===== src/rtl/mem_loader_pkg.sv =====
// -----------------------------------------------------------------------------
// mem_loader_pkg
// Shared constants and state enumeration for the byte-stream memory loader and
// the 16-bit word memory it fills.
//   WORD_W        : memory word width (bits)
//   BYTE_W        : upstream byte width (bits)
//   DEPTH_DEFAULT : default number of words in the target memory
//   AW_DEFAULT    : default memory address width
//   state_e       : loader FSM states
// -----------------------------------------------------------------------------
package mem_loader_pkg;

    localparam int WORD_W        = 16;
    localparam int BYTE_W        = 8;
    localparam int DEPTH_DEFAULT = 42;
    localparam int AW_DEFAULT    = 6;

    typedef enum logic [2:0] {
        ST_IDLE = 3'd0,
        ST_HI   = 3'd1,
        ST_LO   = 3'd2,
        ST_WR   = 3'd3,
        ST_FIN  = 3'd4
    } state_e;

endpackage : mem_loader_pkg


===== src/rtl/mem_loader.sv =====
// -----------------------------------------------------------------------------
// mem_loader
// Assembles big-endian byte pairs from a valid/ready byte stream into 16-bit
// words and writes them to consecutive memory addresses 0..n_words-1.
//
// Optional feature (compile-time macro MEM_LOADER_CKSUM_EN):
//   defined   : checksum is the modulo-2^16 sum of the words written by the
//               current load; cleared on an accepted start.
//   undefined : checksum is tied to 0 and no adder exists.
//
// Ports
//   clk          : clock, all state changes on the rising edge
//   rst_n        : asynchronous active-low reset
//   start        : one-cycle load request, honoured only in IDLE
//   n_words      : number of words to load, latched on accepted start
//   byte_valid   : upstream byte present
//   byte_data    : upstream byte
//   byte_ready   : loader accepts a byte (HI and LO states)
//   write_enable : one-cycle memory write strobe
//   address      : memory write address (held between writes)
//   data_in      : memory write data (held between writes)
//   busy         : load in progress
//   done         : one-cycle completion pulse
//   error        : n_words exceeded DEPTH on the last accepted start
//   checksum     : running word sum (see macro above)
// -----------------------------------------------------------------------------
module mem_loader
    import mem_loader_pkg::*;
#(
    parameter int DEPTH = DEPTH_DEFAULT,
    parameter int AW    = AW_DEFAULT
) (
    input  logic              clk,
    input  logic              rst_n,
    input  logic              start,
    input  logic [AW-1:0]     n_words,
    input  logic              byte_valid,
    input  logic [BYTE_W-1:0] byte_data,
    output logic              byte_ready,
    output logic              write_enable,
    output logic [AW-1:0]     address,
    output logic [WORD_W-1:0] data_in,
    output logic              busy,
    output logic              done,
    output logic              error,
    output logic [WORD_W-1:0] checksum
);

    // One extra bit so DEPTH itself is representable for the range compare.
    localparam logic [AW:0] DEPTH_L = (AW+1)'(DEPTH);

    state_e              state_q, state_d;
    logic [AW-1:0]       n_q;
    logic [AW-1:0]       idx_q;
    logic [AW-1:0]       idx_inc;
    logic [BYTE_W-1:0]   hi_q;
    logic [AW-1:0]       addr_q;
    logic [WORD_W-1:0]   data_q;
    logic                error_q;
    logic                too_many;
    logic                range_ok;
    logic                accept_start;

    assign too_many     = ({1'b0, n_words} > DEPTH_L);
    assign range_ok     = (n_words != '0) && !too_many;
    assign accept_start = (state_q == ST_IDLE) && start;
    assign idx_inc      = idx_q + AW'(1);

    // ---------------------------------------------------------------- state
    always_ff @(posedge clk or negedge rst_n) begin
        if (!rst_n) begin
            state_q <= ST_IDLE;
        end else begin
            state_q <= state_d;
        end
    end

    // ----------------------------------------------------------- next state
    always_comb begin
        state_d = state_q;
        case (state_q)
            ST_IDLE: begin
                if (start) begin
                    state_d = range_ok ? ST_HI : ST_FIN;
                end
            end
            ST_HI: begin
                if (byte_valid) begin
                    state_d = ST_LO;
                end
            end
            ST_LO: begin
                if (byte_valid) begin
                    state_d = ST_WR;
                end
            end
            ST_WR: begin
                // idx_q is the index being written; after it the count is idx+1.
                state_d = (idx_inc == n_q) ? ST_FIN : ST_HI;
            end
            ST_FIN: begin
                state_d = ST_IDLE;
            end
            default: begin
                state_d = ST_IDLE;
            end
        endcase
    end

    // -------------------------------------------------------------- outputs
    always_comb begin
        byte_ready   = 1'b0;
        write_enable = 1'b0;
        busy         = 1'b0;
        done         = 1'b0;
        case (state_q)
            ST_HI: begin
                byte_ready = 1'b1;
                busy       = 1'b1;
            end
            ST_LO: begin
                byte_ready = 1'b1;
                busy       = 1'b1;
            end
            ST_WR: begin
                write_enable = 1'b1;
                busy         = 1'b1;
            end
            ST_FIN: begin
                done = 1'b1;
            end
            default: begin
            end
        endcase
    end

    // ------------------------------------------------------------- datapath
    // address/data_in are loaded on the low-byte transfer so they are valid
    // during WR and keep their value afterwards.
    always_ff @(posedge clk or negedge rst_n) begin
        if (!rst_n) begin
            n_q     <= '0;
            idx_q   <= '0;
            hi_q    <= '0;
            addr_q  <= '0;
            data_q  <= '0;
            error_q <= 1'b0;
        end else begin
            if (accept_start) begin
                n_q     <= n_words;
                idx_q   <= '0;
                error_q <= too_many;
            end
            if ((state_q == ST_HI) && byte_valid) begin
                hi_q <= byte_data;
            end
            if ((state_q == ST_LO) && byte_valid) begin
                data_q <= {hi_q, byte_data};
                addr_q <= idx_q;
            end
            if (state_q == ST_WR) begin
                idx_q <= idx_inc;
            end
        end
    end

    assign address = addr_q;
    assign data_in = data_q;
    assign error   = error_q;

`ifdef MEM_LOADER_CKSUM_EN
    logic [WORD_W-1:0] cksum_q;

    always_ff @(posedge clk or negedge rst_n) begin
        if (!rst_n) begin
            cksum_q <= '0;
        end else if (accept_start) begin
            cksum_q <= '0;
        end else if (state_q == ST_WR) begin
            cksum_q <= cksum_q + data_q;
        end
    end

    assign checksum = cksum_q;
`else
    assign checksum = '0;
`endif

endmodule : mem_loader


===== config.mk =====
export PLATFORM = sky130hd
export DESIGN_NAME = mem_loader
export DESIGN_NICKNAME = d
export VERILOG_FILES = /design/src/rtl/mem_loader_pkg.sv /design/src/rtl/mem_loader.sv
export SDC_FILE = /design/constraint.sdc
export NUM_CORES = 1
export LEC_CHECK = 0
export CAP_MARGIN = 20
export CORE_MARGIN = 5
export CORE_UTILIZATION = 30
export CTS_CLUSTER_SIZE = 10
export DETAILED_ROUTE_END_ITERATION = 6
export PLACE_DENSITY_LB_ADDON = 0.08
export SYNTH_ARGS = -nofsm -noshare
export SYNTH_HDL_FRONTEND = slang
export SYNTH_SLANG_ARGS = --single-unit
export TNS_END_PERCENT = 20

===== constraint.sdc =====
create_clock -name clk -period 2.01 [get_ports clk]
set_input_delay 0.603 -clock clk [delete_from_list [all_inputs] [get_ports clk]]
set_output_delay 0.603 -clock clk [all_outputs]
set_load 0.05 [all_outputs]

; ---- Word level (Yosys, flattened, before mapping)
; Index checks and enable logic that the tools add are counted.
[word_totals]
in_bits = 18
output_inout_bits = 43
ff_bits = 46
wordCells = 40
[op_classes]
n_mux = 12
n_addsub = 1
n_eq_ne = 8
order_cmp = 1
reduce_logical = 11
[ops]
columns = op, count
row1 = two-way mux 3 bit, 5
row2 = two-way mux 6 bit, 2
row3 = one-hot mux 3 bit (4 select lines), 1
row4 = "adder 6 x 1 -> 6 bit, second input constant", 1
row5 = "equality test 3 x 2 -> 1 bit, second input constant", 2
row6 = equality test 6 bit, 1
row7 = "greater-than comparator 6 bit, second input constant", 1
row8 = "inequality test 2 bit, second input constant", 3
row9 = nonzero test 6 bit, 1
row10 = logical AND 1 bit, 4
row11 = two-way mux 1 bit, 4
row12 = "equality test 3 x 1 -> 1 bit, second input constant", 1
row13 = "equality test 3 bit, second input constant", 1
row14 = logical NOT 3 bit, 1
row15 = AND reduction 3 bit, 1
row16 = OR reduction 3 bit, 1
row17 = nonzero test 2 bit, 1
row18 = OR reduction 2 bit, 1
row19 = logical NOT 1 bit, 1

; ---- Longest topological paths before layout
; Gate-level depths: netlist of run 1.
[depth]
depth_word = 6
mapped_depth = 8
ltp_nobuf = 6

; ---- Worst setup path before layout of run 1
; No wires, ideal clock.
[synth_timing]
path_kind = reg-to-output
startpoint = register state_q[0]
endpoint = output byte_ready
n_path_buf = 1
t_required_ns = 1.407
arrival_ns = 1.414
path_slack_ns = -0.007
path_stages_with_launch = 4
cell_sequence = dfrtp_1 clkbuf_2 nand2b_4 a21oi_1
[synth_via]
elab_chain_cells = 3
word_cells_on_any_way = 4
[synth_rtl]
columns = element, line_no
row1 = start: declaration, mem_loader.sv:52  ; state_e state_q, state_d;
row2 = start signal: assignment, mem_loader.sv:74  ; state_q <= state_d;
row3 = equality test 3 x 1 -> 1 bit or equality test 3 x 2 -> 1 bit (tied branches), mem_loader.sv:116  ; case (state_q)
row4 = OR reduction 2 bit (no line) *, n/a
row5 = two-way mux 1 bit *, mem_loader.sv:116
row6 = end: declaration, mem_loader.sv:39  ; output logic byte_ready,
; Mark *: on every way between the ends. The rest lies on a longest branch, timed or not.

; ---- Worst setup path in the final report of run 1
[layout_timing]
startpoint = register state_q[0]
endpoint = output write_enable
[layout_via]
elab_chain_cells = 2
[layout_rtl]
columns = element, line_no
row1 = equality test 3 x 2 -> 1 bit, mem_loader.sv:116
row2 = two-way mux 1 bit, mem_loader.sv:116
row3 = end: declaration, mem_loader.sv:40  ; output logic write_enable,
; No other way between the ends.

==> results of run 1 <==
[synth_stat cells, types with 2 or more instances]
library cell	instances
a21oi_1	4
and2_1	2
buf_2	2
buf_4	18
dfrtp_1	46
inv_1	2
mux2_2	29
nand2_1	23
nand3_1	5
nand3b_1	3
nor2_1	6
nor2_2	2
o21ai_0	9
o21ai_1	3
xnor2_1	3
xor2_1	3
[cell families after synthesis]
group	Yosys count	synth area share
multiplexers	30	0.154
AND/OR/NAND/NOR	52	0.132
flip-flops	46	0.526
other	1	0.00171
adder cells (fa/ha/maj)	1	0.00571
AO/OA/AOI/OAI	24	0.0709
buffers and inverters	25	0.0754
XOR/XNOR	7	0.0343
[final cells by class]
cell class,instances,area share
clock buffers,6,0.0250
multi-input cells,130,0.322
well taps,99,0.0427
inverters,3,0.00474
clock inverters,2,0.0129
flip-flops and latches,46,0.397
repair buffers,59,0.196
[worst paths after layout]
kind                                     end  startpoint  depth (start not counted)
worst max-delay path            write_enable  state_q[0]                          4
worst max register to register    state_q[0]    idx_q[1]                          6
min in group clk                       error       error                          2
max in group asynchronous         state_q[1]       rst_n                          2
worst min-delay path              data_in[5]       rst_n                          2
worst min register to register         error       error                          2
[report_power, final]
group	internal [mW]	total [mW]	leakage (nW)	switching, mW
Combinational	1.01	2.50	0.693	1.50
Clock	0.371	0.689	0.0514	0.318
Sequential	1.32	1.57	0.574	0.251
Total	2.70	4.76	1.32	2.06
[per-stage QoR]
stage | area, µm² | util | cells
global placement | 2790 | 0.388 | 337
floorplan | 2250 | - | 201
detailed placement | 2790 | 0.388 | 337
global route | 2900 | 0.405 | 345
CTS | 2900 | 0.404 | 345
finish | 2900 | 0.405 | 345
[metal layers]
| layer | part of all wire | up-vias | track usage |
|---|---|---|---|
| met5 | 0 | - | 0 |
| met4 | 0.010 | 0 | 0.0320 |
| met3 | 0.054 | 4 | 0.0308 |
| met2 | 0.48 | 33 | 0.174 |
| met1 | 0.45 | 750 | 0.134 |
| li1 | - | 725 | - |
[sequential cells by signal, indices dropped and copies added, names as in the netlist]
signal	cells
state_q	3
idx_q	6
hi_q	8
address	6
error	1
data_in	16
n_q	6
[timing repair]
item,4_1_cts,5_1_grt
resized for setup,2,1
gates cloned,0,0
setup endpoints to repair,1,1
hold endpoints to repair,0,0
buffers inserted,0,0
==> results.toml, run 1 <==
[run_status]
status = "complete, no violations"

[grt]
grt_pass1_vias = 1571
antenna_found_initial = 0
grt_pass1_wl_um = 7420
grtUsageTotal = 0.105
grt_start_max_net_pins = 47
overflow = 0

[cells_and_area]
fillerInstances = 721
diodes = 0
mostFrequentLayoutCells = "44 x dfrtp_1, 35 x buf_4, 29 x mux2_2"
regArea_um2 = 1150
drive_gt1_frac = 0.374
area_growth_pct = 32.6
final_net_count = 264
multiInputGateArea_um2 = 933
final_common_cell = "dfrtp_1"

[logic_synthesis]
ys_seq_elements = 46
avgSynthCellArea_um2 = 11.8
synth_area_um2 = 2190
synthTopCellsByArea = "dfrtp_1 53%, mux2_2 15%, buf_4 6.2%"
async_flop_share = 1.00
synth_top_area_cell = "dfrtp_1"
synth_ff_type = "dfrtp_1"
synth_edf_count = 0
synthCells = 186
synth_top_area_frac = 0.526
yosysSeqAreaShare = 0.526
synth_warnings = 0
synth_cell_types = 42

[floorplan]
dieWidth_um = 95.4
pin_count = 61
rows = 31
die_height_um = 95.4
design.die.area_um2 = 9110
core-area_um2 = 7180
initial_core_util = 0.305

[place]
dp_slack_ps = -194
gp_congestion = 0.732
dp_hpwl_um = 3210
io_buffers = 44

[timing]
worst_slack_ps = 74.1
clock_skew_ps = 8.73
fmax_mhz = 517
tns_ps = 0
final-hold-violation-count = 0
report.final.slew_viol_count = 0
rsz0062_at_grt = "false"
holdWs_ps = 281
setup_viol = 0
period_needed_ps = 1940
period_share = 0.963

[power]
power.total_mw = 4.76
leakage_nw = 1.32
ir_drop_uv = 538
p_per_area_nw_per_um2 = 1640

[clocking]
root_buffer = "clkbuf_8"
cts_hold_buf = 0
cts-buffers-inserted = 5
max-clock-path-buffers = 2
cts_tree = "done"
clk_latency_ps = 300
cts_max_level = 2
cts.sinks = 46
clkTransAtPathRegs_ps = 90

[detailed_routing]
wire_per_inst_um = 13.2
final_antenna_net_count = 0
drc = 0
drt-vias-per-instance = 4.38
drtPass1Iterations = 4
drt_iter0_markers = 27
totalWireLength_um = 4540
vias = 1512

[setup_path]
crit_path_max_fanout = 7
r2r_slack_ps = 200
crit_chain = "nand2_1, or2_1, inv_4, buf_12"
end_kind = "output port"
critPathBufInv = 2
critPathLaunchType = "flip-flop"
critPathSlowestCell = "dfrtp_2"
required_ps = 1410
crit_family = "flip-flops"
arrival_ps = 1330
max_stage_delay_ps = 430
critical_path_class = "reg -> out"

[min_path]
holdCritPathClass = "in -> async"

[flow_run]
maxCapViolations = 0
(Power assumes the default switching activity.)
==> run 2: changes to the inputs <==
Settings changed: CORE_MARGIN 5 to default.
==> run 2 against run 1 <==
Routed wire length shrank 5.4%. Die area fell by 16%. Clock power shrank 17%. Critical path depth did not move. Highest routed layer unchanged. Critical path type unchanged.
==> results.toml, run 2 (synthesis results as in run 1) <==
[setup_path]
critPathBufInv = 2
critPathLaunchType = "flip-flop"
critical_path_class = "reg -> out"
crit_family = "flip-flops"
critPathSlowestCell = "dfrtp_2"
crit_path_max_fanout = 7
max_stage_delay_ps = 440
required_ps = 1410
crit_chain = "nand2_1, or2_1, inv_2, buf_12"
arrival_ps = 1280
end_kind = "output port"

[clocking]
max-clock-path-buffers = 2
cts.sinks = 46
root_buffer = "clkbuf_8"
clkTransAtPathRegs_ps = 90
cts_max_level = 2
clk_latency_ps = 300
cts_hold_buf = 0
cts-buffers-inserted = 5
cts_tree = "done"

[place]
dp_hpwl_um = 3050
io_buffers = 44
dp_slack_ps = -256
gp_congestion = 0.770

[power]
ir_drop_uv = 606
p_per_area_nw_per_um2 = 1610
power.total_mw = 4.65
leakage_nw = 1.32

[cells_and_area]
diodes = 0
largest_register_ffs = 16
final_common_cell = "dfrtp_1"
regArea_um2 = 1150
drive_gt1_frac = 0.385
mostFrequentLayoutCells = "44 x dfrtp_1, 36 x buf_4, 29 x mux2_2"
final_net_count = 265
area_growth_pct = 31.8
fillerInstances = 697
multiInputGateArea_um2 = 936

[detailed_routing]
totalWireLength_um = 4290
drt_iter0_markers = 90
drc = 0
drt-vias-per-instance = 4.37
wire_per_inst_um = 12.5
drtPass1Iterations = 4
vias = 1499
final_antenna_net_count = 0

[grt]
grtUsageTotal = 0.122
grt_start_max_net_pins = 47
grt_pass1_vias = 1470
overflow = 0
antenna_found_initial = 0
grt_pass1_wl_um = 7140

[floorplan]
initial_core_util = 0.317
design.die.area_um2 = 7640
dieWidth_um = 87.4
die_height_um = 87.4
rows = 30
pin_count = 61
core-area_um2 = 6910

[timing]
worst_slack_ps = 125
final-hold-violation-count = 0
rsz0062_at_grt = "false"
report.final.slew_viol_count = 0
period_share = 0.938
clock_skew_ps = 7.49
period_needed_ps = 1890
tns_ps = 0
fmax_mhz = 530
setup_viol = 0

[flow_run]
maxCapViolations = 0

[run_status]
status = "complete, no violations"

[min_path]
holdCritPathClass = "in -> async"
-- run 2: per-layer routing --
layer / vias to the layer above / share of wire / track usage
met2: 36 / 0.46 / 0.188
met1: 732 / 0.49 / 0.169
met5: - / 0 / 0
li1: 729 / - / -
met3: 2 / 0.042 / 0.0294
met4: 0 / 0.0056 / 0.0387
-- run 2: per-stage QoR --
stage	instance area, µm²	cells	util	hold WS [ps]
detailed placement	2790	335	0.404	481
finish	2890	343	0.418	269
global route	2890	343	0.418	291
global placement	2790	335	0.404	477
CTS	2880	343	0.417	276
floorplan	2250	201	-	307
-- run 2: report_power, final --
part / total [mW] / internal (mW) / switching (mW)
clock network: 0.569 / 0.245 / 0.324
logic: 2.52 / 1.02 / 1.50
registers: 1.56 / 1.32 / 0.246
-- run 2: worst paths after layout --
check                           start      endpoint  slack (ps)  depth (start not counted)
hold reg to reg                 error         error         490                          2
hold / removal                  rst_n         error         270                          2
setup reg to reg             idx_q[1]    state_q[0]         200                          6
max in group asynchronous       rst_n    state_q[1]        1510                          2
setup / recovery           state_q[0]  write_enable         120                          4
min in group clk                error         error         490                          2
-- run 2: cell type report --
type                            instances  area share
Clock buffer                            5      0.0238
Clock inverter                          3     0.00737
Inverter                                3     0.00390
Multi-Input combinational cell        130       0.324
Sequential cell                        46       0.400
Tap cell                               96      0.0416
Timing Repair Buffer                   60       0.199
-- run 2: what timing repair did --
| item | 4_1_cts | 5_1_grt |
|---|---|---|
| endpoints found under the setup margin | 0 | 3 |
| buffers inserted | 0 | 0 |
| resized for setup | 0 | 4 |
==> run 3: changes to the inputs <==
Settings changed: CORE_UTILIZATION 30 to 48, CTS_CLUSTER_SIZE 10 to 30, GPL_TIMING_DRIVEN from default to 0.
==> run 3 against run 2 <==
The run now ends with negative setup slack left. Sequential power about the same. Clock power up 20%. Critical endpoint unchanged. Largest power group unchanged. Routed wire length down 5.7%. Count of clock-buffer cells in the layout up 1. Clock skew down 2.0 ps.
==> results.toml, run 3 (synthesis results as in run 1) <==
[setup_path]
crit_chain = "buf_6, or2_1, buf_6, inv_4, buf_8"
crit_family = "buffers and inverters"
end_kind = "output port"
critical_path_class = "reg -> out"
crit_path_max_fanout = 10
critPathLaunchType = "flip-flop"
arrival_ps = 1420
critPathBufInv = 4
cp_common_cell = "buf_6"
required_ps = 1410
max_stage_delay_ps = 380
critPathSlowestCell = "dfrtp_1"

[detailed_routing]
drtPass1Iterations = 4
totalWireLength_um = 4050
drt_iter0_markers = 60
vias = 1510
drc = 0
final_antenna_net_count = 0
drt-vias-per-instance = 4.92
wire_per_inst_um = 13.2

[cells_and_area]
final_net_count = 273
area_growth_pct = 31.8
mostFrequentLayoutCells = "45 x dfrtp_1, 29 x mux2_2, 23 x nand2_1, 23 x dlygate4sd2_1, 20 x buf_4"
design_area_um2 = 2890
diodes = 0
final_common_cell = "dfrtp_1"
largest_register_ffs = 16
drive_gt1_frac = 0.302

[timing]
maxSlewHeadroom = 0.663
period_needed_ps = 2020
report.final.slew_viol_count = 0
setup_viol = 1
worst_slack_ps = -14.8
fmax_mhz = 494
worstMarginPinSlew_ps = 508
holdWs_ps = 208
rsz0062_at_grt = "true"
tns_ps = -14.8
clock_skew_ps = 5.51
final-hold-violation-count = 0
period_share = 1.01

[power]
power.total_mw = 4.56
ir_drop_uv = 842
p_per_area_nw_per_um2 = 1580
leakage_nw = 1.39

[floorplan]
pin_count = 61
design.die.area_um2 = 4840
rows = 24
core-area_um2 = 4380
dieWidth_um = 69.5
die_height_um = 69.5
initial_core_util = 0.499

[place]
dp_hpwl_um = 2860
gp_congestion = 0.864
io_buffers = 44
dp_slack_ps = -490
place_area_um2 = 2770

[grt]
busiest_layer = "met2"
antenna_found_initial = 0
grtUsageMet1 = 0.242
grtUsageTotal = 0.179
overflow = 0
grt_use_met3 = 0.0509
grt_start_max_net_pins = 33
grt_pass1_vias = 1421
grt_util_met2 = 0.276
grt_pass1_wl_um = 6800

[clocking]
cts_tree = "done"
max-clock-path-buffers = 2
clk_latency_ps = 300
cts_max_level = 2
cts.sinks = 46
clkTransAtPathRegs_ps = 80
cts-buffers-inserted = 5
root_buffer = "clkbuf_8"

[flow_run]
maxCapViolations = 0

[min_path]
holdCritPathClass = "in -> async"

[run_status]
violations = "negative setup slack"
status = "finished, violations left"
run 3: cell count changes in the layout (fill, tap and decap cells not counted), sizes merged:
| cell | previous run | this run |
|---|---|---|
| clkbuf | 5 | 6 |
| clkinv | 2 | 0 |
| bufinv | 0 | 1 |
| dlygate4sd2 | 0 | 23 |
| buf | 44 | 29 |
run 3: where the power goes:
group | internal, mW | leakage, nW | total (mW) | switching [mW]
registers | 1.31 | 0.575 | 1.53 | 0.221
logic | 0.845 | 0.761 | 2.34 | 1.50
clock network | 0.371 | 0.0514 | 0.683 | 0.312
total | 2.53 | 1.39 | 4.56 | 2.03
run 3: path summary, 6_finish.rpt:
| kind | startpoint | to | slack, ps | cells after the start |
|---|---|---|---|---|
| worst min register to register | error | error | 480 | 2 |
| min in group clk | error | error | 480 | 2 |
| worst min-delay path | rst_n | state_q[2] | 210 | 1 |
| worst max-delay path | state_q[2] | write_enable | -10 | 5 |
| worst max register to register | idx_q[0] | state_q[0] | 140 | 6 |
| max in group asynchronous | rst_n | state_q[1] | 1310 | 2 |
run 3: per-layer routing:
layer | vias up | part of all wire
li1 | 742 | -
met1 | 723 | 0.47
met2 | 39 | 0.47
met3 | 6 | 0.051
met4 | 0 | 0.0094
met5 | - | 0
run 3: area by class of cell:
cell class,instances,area [µm²]
plain buffers,22,173
inverters,3,13.8
multi-input cells,130,945
well taps,52,65.1
fillers,366,1500
repair buffers,46,427
clock buffers,6,72.6
clock inverters,2,37.5
flip-flops and latches,46,1150
run 3: stage by stage:
step	util	std cells
CTS	0.652	307
global route	0.658	307
finish	0.658	307
detailed placement	0.632	298
global placement	0.628	297
floorplan	-	201
run 3: worst register-to-register path, stage by stage, from the launching register on:
cell,delay (ps)
dfrtp_1,450
ha_1,350
xor2_1,170
nor2_1,110
o2111ai_1,130
or3_4,420
o2bb2ai_2,120
run 3: timing repair:
item | CTS | global route
hold buffers | 0 | 0
buffers inserted | 1 | 0
gates resized for setup | 50 | 10
setup endpoints to repair | 27 | 9
cloned | 0 | 0
